## src/rtl/audio_pkg.sv

```systemverilog
// Shared defaults and FSM encoding for the serial audio ADC front end.
package audio_pkg;
    localparam int DEF_CLK_DIV       = 25;
    localparam int DEF_CS_SETUP_CYC  = 70;
    localparam int DEF_CONV_CYCLES   = 1000;
    localparam int DEF_SAMPLE_PERIOD = 2500;

    localparam int CNT_W       = 16;
    localparam int SAMPLE_W    = 8;
    localparam int SCLK_HALVES = 2 * SAMPLE_W;

    typedef enum logic [2:0] {
        IDLE  = 3'd0,
        SETUP = 3'd1,
        SHIFT = 3'd2,
        DONE  = 3'd3,
        CONV  = 3'd4
    } adc_state_t;
endpackage

```

## src/rtl/sync_2ff.sv

```systemverilog
// Two-flop synchroniser for a single asynchronous input bit.
module sync_2ff (
    input  logic clk,
    input  logic rst_n,
    input  logic i_d,
    output logic o_q
);
    logic r_meta;
    logic r_sync;

    always_ff @(posedge clk or negedge rst_n) begin
        if (!rst_n) begin
            r_meta <= 1'b0;
            r_sync <= 1'b0;
        end else begin
            r_meta <= i_d;
            r_sync <= r_meta;
        end
    end

    assign o_q = r_sync;
endmodule

```

## src/rtl/adc_serial_sampler.sv

```systemverilog
// Periodically reads one 8-bit sample from a serial ADC: chip select, setup delay,
// eight SCLK periods shifting data MSB first, then a conversion gap.
module adc_serial_sampler
    import audio_pkg::*;
#(
    parameter int CLK_DIV       = DEF_CLK_DIV,
    parameter int CS_SETUP_CYC  = DEF_CS_SETUP_CYC,
    parameter int CONV_CYCLES   = DEF_CONV_CYCLES,
    parameter int SAMPLE_PERIOD = DEF_SAMPLE_PERIOD
) (
    input  logic                clk,
    input  logic                rst_n,
    input  logic                en,
    input  logic                adc_dout,
    output logic                adc_cs_n,
    output logic                adc_sclk,
    output logic [SAMPLE_W-1:0] audio_data,
    output logic                data_valid,
    output logic                busy,
    output logic                overrun
);
    adc_state_t r_state;
    adc_state_t w_stateNext;

    logic [CNT_W-1:0]    r_periodCnt;
    logic [CNT_W-1:0]    r_waitCnt;
    logic [7:0]          r_divCnt;
    logic [3:0]          r_halfCnt;
    logic [SAMPLE_W-1:0] r_shiftReg;

    logic                r_csN;
    logic                r_sclk;
    logic [SAMPLE_W-1:0] r_audio;
    logic                r_valid;
    logic                r_busy;
    logic                r_overrun;

    logic                w_csNNext;
    logic                w_sclkNext;
    logic [SAMPLE_W-1:0] w_audioNext;
    logic                w_validNext;
    logic                w_busyNext;
    logic                w_overrunNext;

    logic w_doutSync;
    logic w_tick;
    logic w_setupEnd;
    logic w_convEnd;
    logic w_halfEnd;
    logic w_shiftEnd;
    logic w_sclkRise;

    sync_2ff u_doutSync (
        .clk   (clk),
        .rst_n (rst_n),
        .i_d   (adc_dout),
        .o_q   (w_doutSync)
    );

    // Period counter parks at zero while disabled so re-enabling ticks at once.
    always_ff @(posedge clk or negedge rst_n) begin
        if (!rst_n) begin
            r_periodCnt <= '0;
        end else if (!en || r_periodCnt == CNT_W'(SAMPLE_PERIOD - 1)) begin
            r_periodCnt <= '0;
        end else begin
            r_periodCnt <= r_periodCnt + CNT_W'(1);
        end
    end

    assign w_tick     = en && (r_periodCnt == '0);
    assign w_setupEnd = (r_state == SETUP) && (r_waitCnt == CNT_W'(CS_SETUP_CYC - 1));
    assign w_convEnd  = (r_state == CONV) && (r_waitCnt == CNT_W'(CONV_CYCLES - 1));
    assign w_halfEnd  = (r_state == SHIFT) && (r_divCnt == 8'(CLK_DIV - 1));
    assign w_shiftEnd = w_halfEnd && (r_halfCnt == 4'(SCLK_HALVES - 1));
    assign w_sclkRise = w_halfEnd && !r_sclk;

    always_ff @(posedge clk or negedge rst_n) begin
        if (!rst_n) begin
            r_waitCnt <= '0;
        end else if (w_stateNext != r_state) begin
            r_waitCnt <= '0;
        end else if (r_state == SETUP || r_state == CONV) begin
            r_waitCnt <= r_waitCnt + CNT_W'(1);
        end else begin
            r_waitCnt <= '0;
        end
    end

    // Each SCLK half-period is CLK_DIV cycles; r_halfCnt counts the 16 halves.
    always_ff @(posedge clk or negedge rst_n) begin
        if (!rst_n) begin
            r_divCnt  <= '0;
            r_halfCnt <= '0;
        end else if (r_state != SHIFT) begin
            r_divCnt  <= '0;
            r_halfCnt <= '0;
        end else if (w_halfEnd) begin
            r_divCnt  <= '0;
            r_halfCnt <= r_halfCnt + 4'd1;
        end else begin
            r_divCnt  <= r_divCnt + 8'd1;
        end
    end

    always_ff @(posedge clk or negedge rst_n) begin
        if (!rst_n) begin
            r_shiftReg <= '0;
        end else if (w_sclkRise) begin
            r_shiftReg <= {r_shiftReg[SAMPLE_W-2:0], w_doutSync};
        end
    end

    always_ff @(posedge clk or negedge rst_n) begin
        if (!rst_n) begin
            r_state <= IDLE;
        end else begin
            r_state <= w_stateNext;
        end
    end

    always_comb begin
        w_stateNext = r_state;
        unique case (r_state)
            IDLE:    if (w_tick)     w_stateNext = SETUP;
            SETUP:   if (w_setupEnd) w_stateNext = SHIFT;
            SHIFT:   if (w_shiftEnd) w_stateNext = DONE;
            DONE:                    w_stateNext = CONV;
            CONV:    if (w_convEnd)  w_stateNext = IDLE;
            default:                 w_stateNext = IDLE;
        endcase
    end

    // Ticks that land mid-frame are dropped but leave a sticky overrun flag.
    always_comb begin
        w_csNNext     = r_csN;
        w_sclkNext    = 1'b0;
        w_audioNext   = r_audio;
        w_validNext   = 1'b0;
        w_busyNext    = (w_stateNext != IDLE);
        w_overrunNext = r_overrun | (w_tick && (r_state != IDLE));
        unique case (r_state)
            IDLE:  if (w_tick) w_csNNext = 1'b0;
            SHIFT: w_sclkNext = w_halfEnd ? ~r_sclk : r_sclk;
            DONE: begin
                w_csNNext   = 1'b1;
                w_audioNext = r_shiftReg;
                w_validNext = 1'b1;
            end
            default: ;
        endcase
    end

    always_ff @(posedge clk or negedge rst_n) begin
        if (!rst_n) begin
            r_csN     <= 1'b1;
            r_sclk    <= 1'b0;
            r_audio   <= '0;
            r_valid   <= 1'b0;
            r_busy    <= 1'b0;
            r_overrun <= 1'b0;
        end else begin
            r_csN     <= w_csNNext;
            r_sclk    <= w_sclkNext;
            r_audio   <= w_audioNext;
            r_valid   <= w_validNext;
            r_busy    <= w_busyNext;
            r_overrun <= w_overrunNext;
        end
    end

    assign adc_cs_n   = r_csN;
    assign adc_sclk   = r_sclk;
    assign audio_data = r_audio;
    assign data_valid = r_valid;
    assign busy       = r_busy;
    assign overrun    = r_overrun;
endmodule

```

## config.mk

```make
export PLATFORM = sky130hd
export DESIGN_NAME = adc_serial_sampler
export DESIGN_NICKNAME = d
export VERILOG_FILES = /design/src/rtl/audio_pkg.sv /design/src/rtl/sync_2ff.sv /design/src/rtl/adc_serial_sampler.sv
export SDC_FILE = /design/constraint.sdc
export NUM_CORES = 1
export LEC_CHECK = 0
export ABC_AREA = 1
export CORE_MARGIN = 5
export CORE_UTILIZATION = 47
export DETAILED_ROUTE_END_ITERATION = 7
export GPL_TIMING_DRIVEN = 0
export PLACE_DENSITY = 0.67
export SYNTH_ARGS = -nofsm -noshare
export SYNTH_HDL_FRONTEND = slang
export SYNTH_HIERARCHICAL = 1
export SYNTH_SLANG_ARGS = --single-unit
export TNS_END_PERCENT = 30
```

## constraint.sdc

```tcl
create_clock -name clk -period 1.55 [get_ports clk]
set_input_delay 0.31 -clock clk [delete_from_list [all_inputs] [get_ports clk]]
set_output_delay 0.31 -clock clk [all_outputs]
set_load 0.02 [all_outputs]
```

# After elaboration in Yosys (flattened, before gate mapping)
# Cells that the tools add are included.
# totals
inputBits	4
regBits	70
wordCells	68
# op_classes
n_addsub	4
eq_ne	13
muxes	17
n_reduce_logical	18
bitwise_logic	2
# ops
cell	n
16-bit two-way mux	3
16-bit by 1-bit adder with 16-bit output, second input constant	2
16-bit by 10-bit == test with 1-bit output, second input constant	1
16-bit by 12-bit == test with 1-bit output, second input constant	1
16-bit by 7-bit == test with 1-bit output, second input constant	1
16-bit logical NOT	1
8-bit two-way mux	2
3-bit one-hot mux with 5 select lines	1
3-bit two-way mux	4
8-bit by 1-bit adder with 8-bit output, second input constant	1
8-bit by 5-bit == test with 1-bit output, second input constant	1
4-bit two-way mux	2
1-bit logical AND	7
3-bit by 2-bit == test with 1-bit output, second input constant	2
3-bit nonzero test	2
4-bit by 1-bit adder with 4-bit output, second input constant	1
4-bit == test, second input constant	1
1-bit two-way mux	4
2-bit != test, second input constant	2
2-bit nonzero test	2
3-bit by 1-bit == test with 1-bit output, second input constant	1
3-bit == test, second input constant	1
3-bit logical NOT	1
3-bit by 2-bit != test with 1-bit output, second input constant	1
7 further kinds	9

# Logic depth before layout (Yosys ltp)
# Gate-level depths: netlist of run 1.
# depth
word_depth	7
ltp_mapped	11
ltp_nobuf	11

# By module
# The synthesis of run 1 kept the hierarchy.
# by_module_without_submodules
mod	area_each_um2	n_inst	seq_area_each_um2	cells_per_inst
adc_serial_sampler	3349.5	1	1702.9	404
sync_2ff	50.0	1	50.0	2

# Worst setup path before layout of run 1
# Ideal clock, no wire load.
# synth_path
kind	reg2reg
startpoint	register r_periodCnt[0]
endpoint	register r_periodCnt[11]
setup_slack_ns	0.072
setup_time_ns	0.120
t_arrival_ns	1.358
stages_incl_launch_ff	8
path_cell_list	dfrtp_1 ha_1 nand2_1 nor4_1 nand4_1 nand2_1 buf_4 nor2_1
# synth_between
elab_chain_len	3
word_cells_on_any_way	4
classes_between	add/sub: 1; eq/ne: 1; mux: 1; reduce/logical: 1
# synth_lines
element	line	text
from (decl)	adc_serial_sampler.sv:25	logic [CNT_W-1:0] r_periodCnt;
from (signal assigned)	adc_serial_sampler.sv:67	r_periodCnt <= r_periodCnt + CNT_W'(1);
parallel branches: the longest is 2 deep, another holds 16-bit by 1-bit adder with 16-bit output	n/a	
16-bit two-way mux (*)	adc_serial_sampler.sv:64	end else if (!en || r_periodCnt == CNT_W'(SAMPLE_PERIOD - 1)) begin
# Every way passes the cells marked *.
# A chain may end at the register's enable or synchronous reset.

# Final worst setup path of run 1
# layout_path
startpoint	register r_waitCnt[1]
endpoint	register r_waitCnt[3]
# layout_between
elab_chain_len	6
word_cells_on_any_way	11
classes_between	add/sub: 1; eq/ne: 3; mux: 5; reduce/logical: 2
# layout_lines
element	line	text
from (decl)	adc_serial_sampler.sv:26	logic [CNT_W-1:0] r_waitCnt;
from (signal assigned)	adc_serial_sampler.sv:84	r_waitCnt <= r_waitCnt + CNT_W'(1);
16-bit by 10-bit == test with 1-bit output or 16-bit by 7-bit == test with 1-bit output (tied branches)	adc_serial_sampler.sv:73, adc_serial_sampler.sv:72	
1-bit logical AND, on equally long branches	adc_serial_sampler.sv:73, adc_serial_sampler.sv:72	
3-bit two-way mux, on equally long branches	adc_serial_sampler.sv:129, adc_serial_sampler.sv:126	
3-bit one-hot mux with 5 select lines	adc_serial_sampler.sv:124	unique case (r_state)
3-bit != test	adc_serial_sampler.sv:81	end else if (w_stateNext != r_state) begin
16-bit two-way mux (*)	adc_serial_sampler.sv:81	
# Every way passes the cells marked *; elsewhere a longest branch is shown, timed or not.

==> impl_metrics.yaml, run 1 <==
yosys:
  synth_cell_types: 35
  syn-instance-count: 406
  synthArstFlopShare: 1.00
  ys_seq_area_frac: 0.516
  ys.flop_type: "dfrtp_1"
  synth.avg_cell_area_um2: 8.37
  syn_area_um2: 3400
  synth_adder_area_share: 0.0258
  synth-compound-area-share: 0.0677
  synth_edf_count: 0
  synth_top_family_by_area: "simple AND/OR/NAND/NOR gates"
  synth_nets: 417
  synth-simple-area-share: 0.280
  synthXorXnorAreaFrac: 0.0438
  synth_mux_area_frac: 0
  synth_seq_cells: 70
  synth_warnings: 6
layout:
  fin_cells: 546
  finish.utilization: 0.578
  nets: 453
  num_antenna_cells: 0
  area_delta_synth_final_pct: 21.3
  final_common_cell: "nor2_1"
  final_cell_mix: "72 x nor2_1, 68 x dfrtp_1, 63 x nand2_1"
  nFillCells: 663
  layout-drive-gt1-share: 0.181
sta:
  slew_headroom: 0.429
  finalCriticalPeriod_ps: 1550
  worstMarginPinSlew_ps: 857
  setup_tns_ps: 0
  fin_skew_ps: 10.5
  clock.fmax_mhz: 647
  slew_viol_final: 0
  finalSetupViolCount: 0
  rsz0062_at_grt: "true"
  timing_hold_violations_final: 0
  post-route-period-util: 0.997
pwr:
  ir_worst_vdd_v: 0.000661
  p_leak_nw: 1.89
  p_per_area_nw_per_um2: 907
floorplanning:
  pin_count: 17
  die_w_um: 95.0
  rows: 31
  core_um2: 7140
  initial_utilization: 0.476
  die_h_um: 95.0
  die-area_um2: 9030
global_routing:
  grt_pass1_vias: 2567
  grt_overflow: 0
  grt_use_total: 0.161
  antenna_found_initial: 0
  grt_pass1_wl_um: 11300
  grt_start_max_net_pins: 71
critical_path:
  cp_slowest_cell: "dfrtp_1"
  crit_required_ps: 1790
  critPathCaptureType: "register"
  crit_type: "reg -> reg"
  cp.depth: 9
  path_delay_family: "simple AND/OR/NAND/NOR gates"
  r2r_cells: 9
  start_kind: "register"
  path_cells: "buf_4 -> ha_4 -> nand3_1 -> nor2_1 -> nand2_1 -> a21oi_1 -> nor2_4 -> nand2_2 -> nor2_1"
  arrival_ps: 1790
  cpMostUsedCell: "nor2_1"
  critPathMaxFanout: 4
  crit_buf_inv: 1
  slowest_delay_ps: 350
clocking:
  path_clk_slew_ps: 80
  cts_tree: "done"
  postCtsHoldBufs: 0
  clock_latency_ps: 350
  htree_levels: 3
  cts_sinks: 70
  cts_buffers: 9
  clock-root-buffer: "clkbuf_8"
  clock_path_buffers: 2
routing:
  remaining_drc_errors: 0
  route.antenna.remaining_nets: 0
  wire_per_inst_um: 12.1
  wl_um: 6590
  dr.first_iter.drc_count: 114
  vias: 2660
  viasPerCell: 4.87
  dr.pass1.iters: 4
status:
  outcome: "complete, no violations"
place:
  post-place-cells: 521
  place_congestion: 0.836
  place_hpwl_um: 4330
  port_buffers: 16
worst_hold_path:
  hp-class: "in -> async"
run:
  cap_violations: 0
[metal layers]
layer  up-vias  GRT usage  wire (µm)
li1       1358          -          -
met1      1253      0.217       3210
met2        40      0.250       3050
met3         9     0.0410        237
met4         0     0.0649        100
met5         -          0          0
[path summary, 6_finish.rpt]
check	start	endpoint	slack [ps]
setup / recovery	r_waitCnt[1]	r_waitCnt[3]	5
hold / removal	rst_n	busy	60
setup reg to reg	r_waitCnt[1]	r_waitCnt[3]	5
hold reg to reg	u_doutSync/r_meta	u_doutSync/o_q	360
max in group asynchronous	rst_n	r_waitCnt[0]	870
min in group clk	u_doutSync/r_meta	u_doutSync/o_q	360
[logic make-up after synthesis]
kind of cell               count (synthesis)
AOI/OAI and AO/OA                         43
xor gates and xnor gates                  17
adders and majority gates                  7
buffers and inverters                     57
DFF                                       70
and+or+nand+nor                          212
[layout make-up]
class | instances | area [µm²] | area share
clock inverters | 7 | 121 | 0.0294
well taps | 99 | 124 | 0.0300
multi-input cells | 280 | 1570 | 0.381
inverters | 54 | 203 | 0.0492
flip-flops and latches | 70 | 1750 | 0.425
clock buffers | 9 | 124 | 0.0300
plain buffers | 3 | 27.5 | 0.00668
repair buffers | 24 | 198 | 0.0480
[where the power goes]
group / total [mW] / switching (mW) / internal [mW]
Sequential: 1.84 / 0.00746 / 1.83
Clock: 1.80 / 0.725 / 1.08
Combinational: 0.0950 / 0.0631 / 0.0319
[synthesized netlist by cell type (2+ instances only)]
cell type  count  share of area
a21oi_1        8          0.012
nor3b_1        2         0.0044
or2_1          2         0.0037
o21ai_0       18          0.027
xnor2_1        4          0.010
dfrtp_1       69           0.51
inv_1         50          0.055
nand4_1        6          0.011
nor2_1        79          0.087
nand3_1       19          0.028
nand2_1       71          0.078
xor2_1        13          0.033
inv_2          3         0.0033
o21bai_1       2         0.0044
o21ai_1       11          0.016
nor2_2         8          0.015
nand2_2        5         0.0092
nor3_1         9          0.013
ha_1           7          0.026
nor3_2         5          0.015
[metrics by stage]
| stage | power, mW | setup WS [ps] | hold WS [ps] | instance area, µm² |
|---|---|---|---|---|
| floorplan | 1.91 | 71.9 | 14.4 | 3400 |
| global placement | 1.96 | -2240 | 335 | 3680 |
| detailed placement | 1.96 | -258 | 341 | 3680 |
| CTS | 3.78 | -60.1 | 104 | 3950 |
| global route | 3.89 | -135 | 150 | 4120 |
| finish | 3.74 | 4.88 | 56.2 | 4120 |
[registers in the layout, indices dropped and copies added (netlist names)]
name	cells
r_periodCnt	16
r_waitCnt	16
audio_data	8
r_divCnt	8
r_shiftReg	8
r_halfCnt	4
r_state	3
adc_cs_n	1
adc_sclk	1
busy	1
data_valid	1
overrun	1
u_doutSync/o_q	1
u_doutSync/r_meta	1
[timing repair]
action,in CTS,in global routing
cloned,1,1
pin swaps,3,10
buffers inserted,2,5
endpoints found under the setup margin,34,55
gates resized for setup,20,35
Power figures use the tool's default switching activity.
==> run 2: changes to the inputs <==
CTS_CLUSTER_SIZE = 30   (was unset)
PLACE_DENSITY = 0.64   (was 0.67)
==> run 2 against run 1 <==
  * The flow now finishes with violations (negative setup slack)
  * Maximum frequency fell by 2.2%
  * Critical path depth rose by 2
  * Utilization fell by 0.25 points
  * Register-to-register slack got worse by 30 ps
  * Final area fell by 0.42%
  * Worst hold slack improved by 21 ps
  * Combinational power rose by 25%
  * Critical endpoint is now r_waitCnt[0]
  * Largest cell class unchanged
==> impl_metrics.yaml, run 2 (synthesized netlist as in run 1, its figures left out) <==
routing:
  wl_um: 6660
  vias: 2668
  dr.first_iter.drc_count: 141
  wire_per_inst_um: 12.2
  viasPerCell: 4.88
  route.antenna.remaining_nets: 0
  remaining_drc_errors: 0
  dr.pass1.iters: 5
layout:
  final_common_cell: "nor2_1"
  area_delta_synth_final_pct: 20.8
  layout-drive-gt1-share: 0.170
  fin_cells: 547
  nets: 454
  final_cell_mix: "74 x nor2_1, 68 x dfrtp_1, 67 x nand2_1"
  num_antenna_cells: 0
  reg.largest.list: "r_periodCnt (16), r_waitCnt (16)"
clocking:
  cts_buffers: 9
  clock_latency_ps: 350
  clock_path_buffers: 2
  cts_tree: "done"
  path_clk_slew_ps: 80
  htree_levels: 3
  postCtsHoldBufs: 0
  clock-root-buffer: "clkbuf_8"
  cts_sinks: 70
global_routing:
  grt_overflow: 0
  grt_pass1_wl_um: 11100
  grt_start_max_net_pins: 71
  grt_pass1_vias: 2516
  grt_use_total: 0.159
  antenna_found_initial: 0
floorplanning:
  die_h_um: 95.0
  initial_utilization: 0.476
  die_w_um: 95.0
  pin_count: 17
  core_um2: 7140
  rows: 31
  die-area_um2: 9030
place:
  place_hpwl_um: 4370
  place_ws_ps: -265
  post-place-cells: 521
  place_congestion: 0.876
  port_buffers: 16
critical_path:
  arrival_ps: 1820
  crit_required_ps: 1790
  crit_type: "reg -> reg"
  start_kind: "register"
  critPathMaxFanout: 4
  r2r_cells: 11
  critPathCaptureType: "register"
sta:
  clock.fmax_mhz: 633
  finalWorstSetupSlack_ps: -29.4
  worstMarginPinSlew_ps: 873
  fin_skew_ps: 12.3
  whs_ps: 76.7
  slew_headroom: 0.418
  finalSetupViolCount: 8
  timing_hold_violations_final: 0
  slew_viol_final: 0
  post-route-period-util: 1.02
  rsz0062_at_grt: "true"
  finalCriticalPeriod_ps: 1580
pwr:
  p_int_mw: 2.79
  power.total_mw: 3.59
  pwr-share-comb: 0.033
  p_clk_frac: 0.454
  switching_share: 0.223
  p_sw_uw: 800
  seqPwrFrac: 0.513
  ir_worst_vdd_v: 0.000733
  p_per_area_nw_per_um2: 874
  p_leak_nw: 1.89
status:
  violations: "negative setup slack"
  outcome: "finished, violations left"
run:
  cap_violations: 0
worst_hold_path:
  hp-class: "in -> async"
## run 2: cell type report
cell class                 count  area, µm²
clock inverter                 7       97.6
inverter                      54        203
tap                           99        124
multi-input combinational    280       1550
timing repair buffer          25        223
fill                         652       3030
clock buffer                   9        124
sequential                    70       1750
buffer                         3       27.5
## run 2: worst max-delay path, stage by stage, from the launching register on
cell and delay (ps):
dfrtp_2 440, inv_2 80, ha_4 120, inv_2 30, nor2_2 80, nand2_1 60
nor2_2 170, nand3_2 100, nand2_2 120, o21ai_4 90, nand2_2 110, nor2_1 60
## run 2: power groups by stage
stage                     clock network, mW  registers, mW  logic, mW
after CTS                              1.67           1.84     0.0906
after global routing                   1.75           1.84      0.134
final                                  1.63           1.84      0.119
after detailed placement                  0           1.88     0.0806
after floorplan                           0           1.88     0.0297
after global placement                    0           1.88     0.0821
## run 2: routing by layer
| metal | global-route usage | up-vias | part of all wire |
|---|---|---|---|
| met5 | 0 | - | 0 |
| met4 | 0.0553 | 0 | 0.014 |
| met3 | 0.0497 | 8 | 0.040 |
| met2 | 0.256 | 45 | 0.48 |
| met1 | 0.203 | 1255 | 0.47 |
| li1 | - | 1360 | - |
## run 2: per-stage QoR
step,utilization,setup TNS [ps],area [µm²]
finish,0.575,-119,4110
global route,0.575,-1910,4110
detailed placement,0.516,-4220,3680
floorplan,-,0,3400
global placement,0.516,-163540,3680
CTS,0.551,-11.3,3930
## run 2: path summary, 6_finish.rpt
check | from | endpoint | slack, ps
worst max-delay path | r_periodCnt[0] | r_waitCnt[0] | -30
worst min-delay path | rst_n | r_periodCnt[8] | 80
worst max register to register | r_periodCnt[0] | r_waitCnt[0] | -30
worst min register to register | u_doutSync/r_meta | u_doutSync/o_q | 360
max in group asynchronous | rst_n | r_periodCnt[0] | 890
min in group clk | u_doutSync/r_meta | u_doutSync/o_q | 360
## run 2: timing repair
item,CTS,global route
setup endpoints to repair,36,52
setup buffers,3,6
gates cloned,0,1
hold endpoints to repair,0,0
resized for setup,20,27
pin swaps,1,17
==> run 3: changes to the inputs <==
GPL_TIMING_DRIVEN = unset   (was 0)
RECOVER_POWER = 100   (was unset)
==> run 3 against run 2 <==
  * The run now ends clean
  * Total power decreased by 7.2%
  * Worst hold slack better by 280 ps
  * Clock power is 14% lower
  * Sequential cell count stayed put
  * Combinational power shrank 22%
  * Worst setup slack improved by 57 ps
  * Die area unchanged
  * First-iteration DRC count decreased by 51%
==> impl_metrics.yaml, run 3 (synthesized netlist as in run 1, its figures left out) <==
floorplanning:
  initial_utilization: 0.476
  rows: 31
  pin_count: 17
  die_h_um: 95.0
  die-area_um2: 9030
  die_w_um: 95.0
  core_um2: 7140
pwr:
  p_sw_uw: 851
  seqPwrFrac: 0.553
  p_leak_nw: 1.87
  p_clk_frac: 0.419
  p_int_mw: 2.48
  pwr-share-comb: 0.028
  p_per_area_nw_per_um2: 822
  switching_share: 0.256
  ir_worst_vdd_v: 0.000504
clocking:
  clock_path_buffers: 2
  path_clk_slew_ps: 80
  cts_tree: "done"
  clock_latency_ps: 350
  clock-root-buffer: "clkbuf_8"
  post-cts-setup-buffers: 0
  cts_buffers: 9
  cts_sinks: 70
  htree_levels: 3
layout:
  final_cell_mix: "77 x nor2_1, 68 x dfrtp_1, 67 x nand2_1"
  reg.largest.list: "r_periodCnt (16), r_waitCnt (16)"
  nets: 459
  area_delta_synth_final_pct: 19.2
  final_common_cell: "nor2_1"
  layout-drive-gt1-share: 0.170
  multi_input_area_um2: 1520
  nFillCells: 665
  seq_area_um2: 1750
  num_antenna_cells: 0
critical_path:
  critPathMaxFanout: 2
  path_delay_family: "flip-flops"
  slowest_delay_ps: 540
  start_kind: "register"
  cp_slowest_cell: "dfstp_2"
  critPathCaptureType: "output port"
  crit_buf_inv: 1
  path_cells: "dlygate4sd2_1"
  arrival_ps: 1210
  crit_type: "reg -> out"
  crit_required_ps: 1240
global_routing:
  grt_pass1_vias: 2599
  grt_start_max_net_pins: 71
  grt_pass1_wl_um: 11300
  antenna_found_initial: 0
  grt_use_total: 0.160
  grt_overflow: 0
sta:
  setup_tns_ps: 0
  finalCriticalPeriod_ps: 1520
  post-route-period-util: 0.982
  rsz0062_at_grt: "true"
  worstMarginPinSlew_ps: 868
  slew_headroom: 0.422
  fin_skew_ps: 9.01
  finalWorstSetupSlack_ps: 28.0
  timing_hold_violations_final: 0
  finalSetupViolCount: 0
  clock.fmax_mhz: 657
  slew_viol_final: 0
routing:
  wire_per_inst_um: 11.8
  dr.pass1.iters: 4
  wl_um: 6500
  dr.first_iter.drc_count: 69
  viasPerCell: 4.78
  remaining_drc_errors: 0
  route.antenna.remaining_nets: 0
  vias: 2636
place:
  place_hpwl_um: 4540
  port_buffers: 16
  place_ws_ps: -171
  place_congestion: 0.848
run:
  cap_violations: 0
status:
  outcome: "complete, no violations"
worst_hold_path:
  hp-class: "reg -> reg"
==> run 3: cell count changes in the layout (fill, tap and decap cells not counted), moves of 3 or more <==
cell	change
nor2_1	+3
nor2_4	-3
buf_4	+5
nor3_1	-3
==> run 3: final cells by class <==
| class | count | share of cell area |
|---|---|---|
| Clock inverter | 7 | 0.0154 |
| Clock buffer | 9 | 0.0306 |
| Inverter | 54 | 0.0500 |
| Multi-Input combinational cell | 280 | 0.376 |
| Sequential cell | 70 | 0.433 |
| Timing Repair Buffer | 33 | 0.0648 |
| Tap cell | 99 | 0.0306 |
==> run 3: power by group through the flow <==
stage	combinational, mW	sequential, mW	clock, mW
3_3_place_gp	0.0980	1.88	0
5_1_grt	0.112	1.84	1.53
6_report	0.0934	1.84	1.40
4_1_cts	0.102	1.84	1.44
3_5_place_dp	0.0996	1.88	0
2_1_floorplan	0.0297	1.88	0
==> run 3: metal layers <==
layer	vias up	share of wire	GRT usage	routed length (µm)
met3	10	0.027	0.0403	176
met5	-	0	0	0
met2	24	0.47	0.259	3060
met1	1220	0.49	0.206	3160
met4	0	0.017	0.0661	109
li1	1382	-	-	-
==> run 3: through the flow <==
| stage | hold WS [ps] | utilization | power, mW | instances | cell area (µm²) |
|---|---|---|---|---|---|
| after detailed placement | 336 | 0.531 | 1.98 | 534 | 3790 |
| after global placement | 332 | 0.531 | 1.97 | 534 | 3790 |
| after floorplan | 14.4 | - | 1.91 | 406 | 3400 |
| final | 353 | 0.568 | 3.33 | 552 | 4050 |
| after CTS | 355 | 0.557 | 3.38 | 551 | 3970 |
| after global routing | 379 | 0.568 | 3.48 | 552 | 4050 |
==> run 3: what timing repair did <==
action                                 CTS  global route
resized for setup                       14            27
endpoints found under the hold margin   69             0
hold buffers                             1             0
cloned                                   0             1
pin swaps                                0             4
setup endpoints to repair               15            39
==> run 3: worst paths after layout <==
kind | start | cells after the start | slack, ps | to
worst min register to register | u_doutSync/r_meta | 0 | 350 | u_doutSync/o_q
worst max-delay path | adc_cs_n | 1 | 30 | adc_cs_n
max in group asynchronous | rst_n | 3 | 240 | r_waitCnt[2]
worst max register to register | r_waitCnt[1] | 11 | 50 | r_waitCnt[9]
min in group asynchronous | rst_n | 3 | 680 | r_periodCnt[5]
worst min-delay path | u_doutSync/r_meta | 0 | 350 | u_doutSync/o_q
